### config.mk
export PLATFORM = sky130hd
export DESIGN_NAME = sum_stage_ctrl
export DESIGN_NICKNAME = d
export VERILOG_FILES = /design/src/rtl/sum_stage_ctrl_pkg.sv /design/src/rtl/sum_ctrl_cnt.sv /design/src/rtl/sum_stage_ctrl.sv
export SDC_FILE = /design/constraint.sdc
export NUM_CORES = 1
export LEC_CHECK = 0
export CAP_MARGIN = 20
export CORE_ASPECT_RATIO = 1.5
export CORE_MARGIN = 2
export CORE_UTILIZATION = 30
export DETAILED_ROUTE_END_ITERATION = 16
export GPL_ROUTABILITY_DRIVEN = 1
export PLACE_DENSITY_LB_ADDON = 0.12
export SLEW_MARGIN = 20
export SYNTH_ARGS = -nofsm -noshare
export SYNTH_HDL_FRONTEND = slang
export SYNTH_SLANG_ARGS = --single-unit
### constraint.sdc
create_clock -name i_clk -period 2.9 [get_ports i_clk]
set_clock_uncertainty 0.2 [all_clocks]
set_input_delay 0.58 -clock i_clk [delete_from_list [all_inputs] [get_ports i_clk]]
set_output_delay 0.58 -clock i_clk [all_outputs]
set_load 0.02 [all_outputs]
### src/rtl/sum_stage_ctrl_pkg.sv
// Shared types and constants for the PE partial-sum accumulation stage controller.
// Provides the controller state encoding, default counter widths and the
// latched per-pass configuration record.
package sum_stage_ctrl_pkg;

   localparam int SumAccCntWd = 8;
   localparam int SumPixCntWd = 6;

   typedef enum logic [2:0] {
      IDLE  = 3'd0,
      ACC   = 3'd1,
      MERGE = 3'd2,
      FWD   = 3'd3,
      DONE  = 3'd4
   } sum_ctrl_state_t;

   // Stored field widths follow the package constants; the top-level width
   // parameters default to these and are expected to match them.
   typedef struct packed {
      logic [SumAccCntWd-1:0] acc_num;
      logic [SumPixCntWd-1:0] pix_num;
      logic                   use_psum;
   } sum_ctrl_cfg_t;

endpackage

### src/rtl/sum_ctrl_cnt.sv
// Loadable up-counter with a terminal-count flag; a limit of 0 counts as 1.
// Ports: clk_i, rst_ni (async active-low), clr_i (sync zero), inc_i (advance),
//        num_i (configured count), cnt_o (current value), last_o (at final value).
module sum_ctrl_cnt #(
   parameter int Wd = 8
) (
   input  logic          clk_i,
   input  logic          rst_ni,
   input  logic          clr_i,
   input  logic          inc_i,
   input  logic [Wd-1:0] num_i,
   output logic [Wd-1:0] cnt_o,
   output logic          last_o
);

   logic [Wd-1:0] cnt_q;
   logic [Wd-1:0] cnt_d;
   logic [Wd-1:0] last_val;

   // Saturate 0 to 1 before taking the terminal value, so a zero config
   // behaves exactly like a one.
   assign last_val = (num_i == '0) ? '0 : (num_i - Wd'(1));
   assign last_o   = (cnt_q == last_val);
   assign cnt_o    = cnt_q;

   always_comb begin
      cnt_d = cnt_q;
      if (clr_i) begin
         cnt_d = '0;
      end else if (inc_i) begin
         // Returning to zero on the final count keeps the value inside the
         // configured range.
         cnt_d = last_o ? '0 : (cnt_q + Wd'(1));
      end
   end

   always_ff @(posedge clk_i or negedge rst_ni) begin
      if (!rst_ni) begin
         cnt_q <= '0;
      end else begin
         cnt_q <= cnt_d;
      end
   end

endmodule

### src/rtl/sum_stage_ctrl.sv
// Sequencer for a PE partial-sum stage: counts sum beats per pixel, optionally
// merges an upstream psum, forwards each pixel result, and pulses o_done per pass.
// Ports: i_cfg_* pass config handshake; i_sum/i_psum/o_out valid-ready triplets;
//        o_cont_* stage controls (combinational); i_soft_clr sync abort; o_done.
// Optional: SUM_STAGE_CTRL_PERF_EN adds o_stall_cnt, a saturating 16-bit count of
//           stall cycles in ACC/MERGE/FWD, cleared on config accept.
module sum_stage_ctrl
   import sum_stage_ctrl_pkg::*;
#(
   parameter int AccCntWd = SumAccCntWd,
   parameter int PixCntWd = SumPixCntWd
) (
   input  logic                i_clk,
   input  logic                i_rst_n,
   input  logic                i_cfg_valid,
   output logic                o_cfg_ready,
   input  logic [AccCntWd-1:0] i_cfg_acc_num,
   input  logic [PixCntWd-1:0] i_cfg_pix_num,
   input  logic                i_cfg_use_psum,
   input  logic                i_soft_clr,
   input  logic                i_sum_valid,
   output logic                o_sum_ready,
   input  logic                i_psum_valid,
   output logic                o_psum_ready,
   output logic                o_out_valid,
   input  logic                i_out_ready,
   output logic                o_cont_reset,
   output logic                o_cont_stall,
   output logic                o_cont_first_pix,
   output logic                o_cont_read_psum,
   output logic                o_cont_forward,
   output logic                o_done
`ifdef SUM_STAGE_CTRL_PERF_EN
   ,
   output logic [15:0]         o_stall_cnt
`endif
);

   sum_ctrl_state_t state_q, state_d;
   sum_ctrl_cfg_t   cfg_q, cfg_d;

   logic                acc_clr, acc_inc, acc_last;
   logic                pix_clr, pix_inc, pix_last;
   logic [AccCntWd-1:0] acc_cnt;
   // Pixel index itself is not needed here; only its terminal flag is.
   logic [PixCntWd-1:0] pix_cnt_unused;

   sum_ctrl_cnt #(.Wd(AccCntWd)) u_acc_cnt (
      .clk_i  (i_clk),
      .rst_ni (i_rst_n),
      .clr_i  (acc_clr),
      .inc_i  (acc_inc),
      .num_i  (cfg_q.acc_num),
      .cnt_o  (acc_cnt),
      .last_o (acc_last)
   );

   sum_ctrl_cnt #(.Wd(PixCntWd)) u_pix_cnt (
      .clk_i  (i_clk),
      .rst_ni (i_rst_n),
      .clr_i  (pix_clr),
      .inc_i  (pix_inc),
      .num_i  (cfg_q.pix_num),
      .cnt_o  (pix_cnt_unused),
      .last_o (pix_last)
   );

   always_comb begin
      state_d          = state_q;
      cfg_d            = cfg_q;
      acc_clr          = 1'b0;
      acc_inc          = 1'b0;
      pix_clr          = 1'b0;
      pix_inc          = 1'b0;
      o_cfg_ready      = 1'b0;
      o_sum_ready      = 1'b0;
      o_psum_ready     = 1'b0;
      o_out_valid      = 1'b0;
      o_cont_reset     = 1'b0;
      o_cont_stall     = 1'b0;
      o_cont_first_pix = 1'b0;
      o_cont_read_psum = 1'b0;
      o_cont_forward   = 1'b0;
      o_done           = 1'b0;

      if (i_soft_clr) begin
         // Abort wins over everything: every handshake is closed this cycle so
         // no beat, psum or result is consumed, and a pending config is refused.
         state_d      = IDLE;
         acc_clr      = 1'b1;
         pix_clr      = 1'b1;
         o_cont_reset = 1'b1;
      end else begin
         case (state_q)
            IDLE: begin
               o_cfg_ready = 1'b1;
               if (i_cfg_valid) begin
                  cfg_d.acc_num  = i_cfg_acc_num;
                  cfg_d.pix_num  = i_cfg_pix_num;
                  cfg_d.use_psum = i_cfg_use_psum;
                  acc_clr        = 1'b1;
                  pix_clr        = 1'b1;
                  o_cont_reset   = 1'b1;
                  state_d        = ACC;
               end
            end
            ACC: begin
               o_sum_ready  = 1'b1;
               o_cont_stall = !i_sum_valid;
               if (i_sum_valid) begin
                  o_cont_first_pix = (acc_cnt == '0);
                  acc_inc          = 1'b1;
                  if (acc_last) begin
                     state_d = cfg_q.use_psum ? MERGE : FWD;
                  end
               end
            end
            MERGE: begin
               o_psum_ready     = 1'b1;
               o_cont_read_psum = i_psum_valid;
               o_cont_stall     = !i_psum_valid;
               if (i_psum_valid) begin
                  state_d = FWD;
               end
            end
            FWD: begin
               o_out_valid    = 1'b1;
               o_cont_forward = 1'b1;
               o_cont_stall   = !i_out_ready;
               if (i_out_ready) begin
                  if (pix_last) begin
                     state_d = DONE;
                  end else begin
                     pix_inc = 1'b1;
                     state_d = ACC;
                  end
               end
            end
            DONE: begin
               o_done  = 1'b1;
               state_d = IDLE;
            end
            default: begin
               state_d = IDLE;
            end
         endcase
      end
   end

   always_ff @(posedge i_clk or negedge i_rst_n) begin
      if (!i_rst_n) begin
         state_q <= IDLE;
         cfg_q   <= '0;
      end else begin
         state_q <= state_d;
         cfg_q   <= cfg_d;
      end
   end

`ifdef SUM_STAGE_CTRL_PERF_EN
   logic [15:0] stall_cnt_q, stall_cnt_d;
   logic        cfg_accept;

   assign cfg_accept  = (state_q == IDLE) && i_cfg_valid && !i_soft_clr;
   assign o_stall_cnt = stall_cnt_q;

   // o_cont_stall is only ever raised in ACC/MERGE/FWD, so it doubles as the
   // state qualifier.
   always_comb begin
      stall_cnt_d = stall_cnt_q;
      if (cfg_accept) begin
         stall_cnt_d = '0;
      end else if (o_cont_stall && (stall_cnt_q != 16'hFFFF)) begin
         stall_cnt_d = stall_cnt_q + 16'd1;
      end
   end

   always_ff @(posedge i_clk or negedge i_rst_n) begin
      if (!i_rst_n) begin
         stall_cnt_q <= '0;
      end else begin
         stall_cnt_q <= stall_cnt_d;
      end
   end
`endif

endmodule

==> results.md <==
* Setup ws final at 0.0964 ns
* CP Launch Type: input port
* Post-synth top area share at 35.5%
* Post-Syn Area at 2260 sq um
* Rel. slew slack at 64.0%
* Most common cell after layout, fill and taps aside: dfrtp_1
* Residual DRC at 0
* WP data arrival at 2.02 ns
* Non-Filler Instances at 397
* Avg Cell Area, Syn at 9.32 sq um
* Pwr dens at 751 nW/um^2
* TritonCTS buffer count at 5
* Post-Synthesis Cells at 242
* CTS tree: yes
* Core ar. at 7270 sq um
* Post-synth EDFFs at 0
* WP data required at 2.12 ns
* Slew Limit Fails at 0
* RSZ-0062 raised after global routing: true
* Area contributors post-synth: dfrtp_1, mux2_2, xnor2_1
* Critical Path Source: i_soft_clr
* Total gr overflow at 0
* Reg-to-Reg Start: cfg_q[9]
* Worst vdd ir at 0.378 mV
* Worst Setup End Kind: output pin
* Hold slack at 0.316 ns
* Tightest Hold Check Type: flop to flop
* Starting density of the core at 31.0%
* CTS clock-pin slew for the worst setup and hold paths at 0.07 ns
* Clock latency on the worst-skew pair at 0.28 ns
* Min Tclk post-route at 2.80 ns
* Share of cells above drive strength 1 at 22.9%
* Syn nets at 269
* Final Hold Fails at 0
* Commonest non-fill, non-tap cells in the layout: dfrtp_1, buf_4, clkdlybuf4s50_1, nor2_1, nand2_1
* GP Congestion at 0.776
* Synth Flop Type: dfrtp_1
* Synth Warn # at 0
* Max cap viols at 0
* Critical path class: input port to output pin
* HP Start: cfg_q[0]
* Fin util at 40.6%
* Vias in the first global route at 1965
* Die Y at 110 um
* Lkg Pwr at 0.00128 uW
* Die footprint at 8240 sq um
* Io pins at 32
* Slew @ Worst Pin at 0.538 ns
* Area grow syn2layout at 30.8%
* Port bufs at 31
* H-tree depth at 2
* Final net count at 324
* WL final at 5330 um
* Post-CTS Setup Repair Bufs at 0
* Initial antenna violation count at 0
* Worst R2R Setup Slack at 0.14 ns
* Overall power at 2220 uW
* Per-cell routed wire length at 13.4 um
* Max Clock Freq at 0.357 GHz
* Unique masters post-synth at 59
* Number of diodes at 0
* # clock sinks at 32
* FF+latch count, synth at 32
* Final setup vio count at 0
* Clk buf depth at 2
* First-pass GRT wire length at 9090 um
* Pre-CTS setup slack at -0.286 ns
* Dpl cells at 390
* Initial DRC count at 88
* GRT Util Overall at 14.3%
* Sequential share of the synthesized area at 35.5%
* Die width at 74.8 um
* Via/cell ratio at 4.95
* Post-detail-place hpwl at 4140 um
* CTS Root Cell: clkbuf_8
* CP Max Fanout at 3
* Async SR Flop Fraction at 100%
* Status: completed
* Synth area leader: dfrtp_1
* Router iterations before antenna repair at 4
* Pin count of the biggest net entering global routing at 33
* Remaining antenna violation count at 0
* Final period utilization at 96.7%
* # rows at 38
* DR vias at 1966
==> final cells by class <==
type / instances / area (sq um)
inverters: 15 / 56.3
flip-flops and latches: 32 / 801
fillers: 754 / 4320
multi-input cells: 183 / 1350
clock buffers: 7 / 96.3
well taps: 100 / 125
repair buffers: 60 / 527
==> what timing repair did <==
action	in CTS	in global routing
gates resized for setup	9	9
endpoints found under the setup margin	8	16
endpoints found under the hold margin	0	0
hold buffers	0	0
pin swaps	0	1
==> worst paths after layout <==
kind	cells after the start	to
worst max register to register	7	u_acc_cnt.cnt_o[5]
worst max-delay path	5	o_sum_ready
max in group asynchronous	2	u_pix_cnt.cnt_o[0]
min in group asynchronous	2	cfg_q[4]
worst min register to register	1	cfg_q[0]
worst min-delay path	1	cfg_q[0]
==> cells by family after synthesis <==
| kind of cell | count (synthesis) | synth area share (%) |
|---|---|---|
| buf+inv | 27 | 5.60 |
| fa+ha+maj | 5 | 2.77 |
| mux | 20 | 9.71 |
| flops | 32 | 35.5 |
| simple gates | 96 | 24.5 |
| xor+xnor | 17 | 6.60 |
| compound gates | 45 | 15.3 |
==> stage by stage <==
step	area [sq um]	TNS (ns)
floorplan	2260	0
global placement	2860	-1.21
detailed placement	2860	-1.29
CTS	2940	0
global route	2950	-0.203
finish	2950	0
==> cell usage after synthesis, types with 3 or more instances <==
cell type  count
nor3b_1        6
nor2_1        21
nand2b_1       3
and2_1         3
and3_1         6
dfrtp_1       32
nand3b_1       3
o22ai_1        5
ha_1           5
a32o_1         3
nand3_1        7
clkbuf_1       5
or2_2          4
a21oi_1       11
mux2i_1        5
mux2_2        15
nand2_1       16
nor4_1         4
xnor2_1       12
o21ai_0        3
inv_1         15
xor2_1         5
nor3_1         8
==> critical path, stage by stage <==
cell             delay (ns)
clkdlybuf4s50_1        0.41
or2_2                  0.34
nor3b_2                0.21
buf_4                  0.14
dlygate4sd2_1          0.33
==> state kept, by name, summed over array words and instances, names as in the netlist <==
register,count
cfg_q,15
state_q,3
u_acc_cnt.cnt_o,8
u_pix_cnt.cnt_o,6
==> power breakdown <==
part / leakage [uW] / switching [uW] / internal, uW / total [uW]
sequential: 0.000411 / 165 / 564 / 730
clock: 0.0000503 / 167 / 211 / 378
combinational: 0.000818 / 510 / 598 / 1110
==> layer usage <==
layer  up-vias  wire length (um)  global-route usage [%]
met5         -                 0                       0
met4         0               105                    5.23
met3        10               118                    2.82
met2        23              2900                    26.5
met1       947              2210                    15.8
li1        986                 -                       -
No activity file was read; power rests on OpenSTA's default activity.
==> RTL edit, RTL diff (same settings) <==
`SumAccCntWd`: 8 -> 16.
--- a/src/rtl/sum_stage_ctrl_pkg.sv
+++ b/src/rtl/sum_stage_ctrl_pkg.sv
@@ -5,3 +5,3 @@
 
-   localparam int SumAccCntWd = 8;
+   localparam int SumAccCntWd = 16;
    localparam int SumPixCntWd = 6;
Interface: changed (resized i_cfg_acc_num); port bits go from 32 to 40. No check against the original RTL was run, so the function may have changed too.
==> RTL edit against the unedited design <==
  * The flow now finishes with violations (setup timing)
  * Routed wire length increased by 89%
  * Setup slack got worse by 0.52 ns
  * Sequential cell count rose by 16
  * Design area is 58% higher
  * Power is 34% higher
  * Synthesized area increased by 54%
  * First-iteration DRC count grew 48%
  * Via count increased by 64%
  * Critical path type is now flip-flop to flip-flop
  * Largest cell class unchanged
  * Largest power group unchanged
==> RTL edit: results (changes against the unedited design) <==
| Metric | Value |
|---|---|
| Critical path's slowest cell | `or4_4` |
| WS Path Type | `flip-flop to flip-flop` |
| Status | `complete, but fails checks` |
| R2R depth | `9 (+2)` |
| Synth-to-Final Area Change | `33.8%` |
| Leakage | `1.99 nW (+56%)` |
| Share of cells above drive strength 1 | `0.314 (+0.0847)` |
| Cells after DPL | `615 (+58%)` |
| Setup TNS | `-6.64 ns (-6.64 ns)` |
| Max reg flops | `23 (+8)` |
| Most frequent cells after synthesis | `dfrtp_1 (48), nor2_1 (34), mux2_2 (24), nand2_1 (22), inv_1 (16)` |
| WL/cell | `16.1 um (+20%)` |
| H-tree Lvls | `2 (unchanged)` |
| Post-Syn Nets | `413 (+54%)` |
| Largest reg by FF count | `cfg_q` |
| Hold WC Path Type | `input pin to async pin` |
| Detailed Route WL | `10.1 mm (+89%)` |
| # port buffers | `39 (+26%)` |
| Failing checks | `setup timing` |
| Final WS setup | `-0.427 ns (-0.524 ns)` |
| Area after DPL | `4480 um^2 (+57%)` |
| All-layer global routing usage | `0.171 (+0.0274)` |
| Peak supply drop | `307 uV (-19%)` |
| First-pass GRT wire length | `16.9 mm (+86%)` |
| Largest net degree at the start of global routing | `49 (+48%)` |
| Hold_ws | `0.187 ns (-0.128 ns)` |
| Routing usage on met3 | `0.0172 (-0.0110)` |
| CP max FO | `11 (+8)` |
| Register area share after synthesis | `0.345 (-0.0100)` |
| GRT met1 Usage | `0.194 (+0.0358)` |
| Starting DRT DRC Count | `130 (+48%)` |
| Setup Viol. Count Final | `18 (+18)` |
| Crit path largest cell delay | `0.55 ns (+0.14 ns)` |
| Vias in the first global route | `3,348 (+70%)` |
| Via/cell ratio | `5.17 (+4.3%)` |
| RR Endpoint | `u_acc_cnt.cnt_o[9]$_DFFE_PN0P_` |
| Met2 usage | `0.327 (+0.0624)` |
| FILL cells | `1,195 (+58%)` |
| RePlAce Congestion | `0.877 (+13%)` |
| HPWL after detailed placement | `7.77 mm (+88%)` |
| Root Buffer | `clkbuf_16` |
| Setup crit start | `cfg_q[10]$_DFFE_PN0P_` |
| Worst EP arrival | `3.31 ns (+1.29 ns)` |
| Place WS | `-0.448 ns (-0.162 ns)` |
| Skew-Pair Late Insertion Delay | `0.30 ns (+0.02 ns)` |
| Rel. slew slack | `0.545 (-0.0950)` |
| Cell variety after synth | `77 (+31%)` |
RTL edit: cell count changes after synthesis, moves of 6 or more:
cell     unedited run  this run
dfrtp_1            32        48
nand3_1             7        14
nor2_1             21        34
nor3_1              8        15
nor4_1              4        11
a221o_1             0         6
mux2_2             15        24
o21ai_0             3         9
a21oi_1            11         5
nand4_1             1         7
xor2_1              5        12
nand2_1            16        22
RTL edit: timing repair:
action                                  in CTS  in global routing
pin swaps                                    1                  2
endpoints found under the setup margin      26                 25
setup buffers                                2                  0
endpoints found under the hold margin        0                  0
gates resized for setup                     14                  7
RTL edit: report_power, final:
group	internal (mW)	switching [mW]
clock network	0.344	0.270
logic	0.742	0.694
registers	0.809	0.108
total	1.90	1.07
RTL edit: cells by family after synthesis:
family / Yosys count / share of synthesized area
and+or+nand+nor: 163 / 0.265
AOI/OAI and AO/OA: 73 / 0.166
DFF: 48 / 0.345
buffers and inverters: 43 / 0.0722
muxes: 26 / 0.0834
xor gates and xnor gates: 20 / 0.0503
adders and majority gates: 5 / 0.0180
RTL edit: per-layer routing:
layer,wire (um),part of all wire
met1,4100,0.41
met2,5550,0.55
met3,205,0.020
met4,197,0.020
met5,0,0
RTL edit: worst max-delay path, delay by kind of cell, from the launching register on:
kind / cells / cell delay, ns
buf+inv: 1 / 0.15
simple gates: 4 / 1.21
compound gates: 4 / 1.22
flops: 1 / 0.42
RTL edit: layout make-up:
| class | count | area share |
|---|---|---|
| Multi-Input combinational cell | 287 | 0.452 |
| Sequential cell | 48 | 0.258 |
| Timing Repair Buffer | 116 | 0.205 |
| Tap cell | 150 | 0.0403 |
| Clock buffer | 7 | 0.0306 |
| Inverter | 16 | 0.0129 |
| Clock inverter | 1 | 0.00161 |
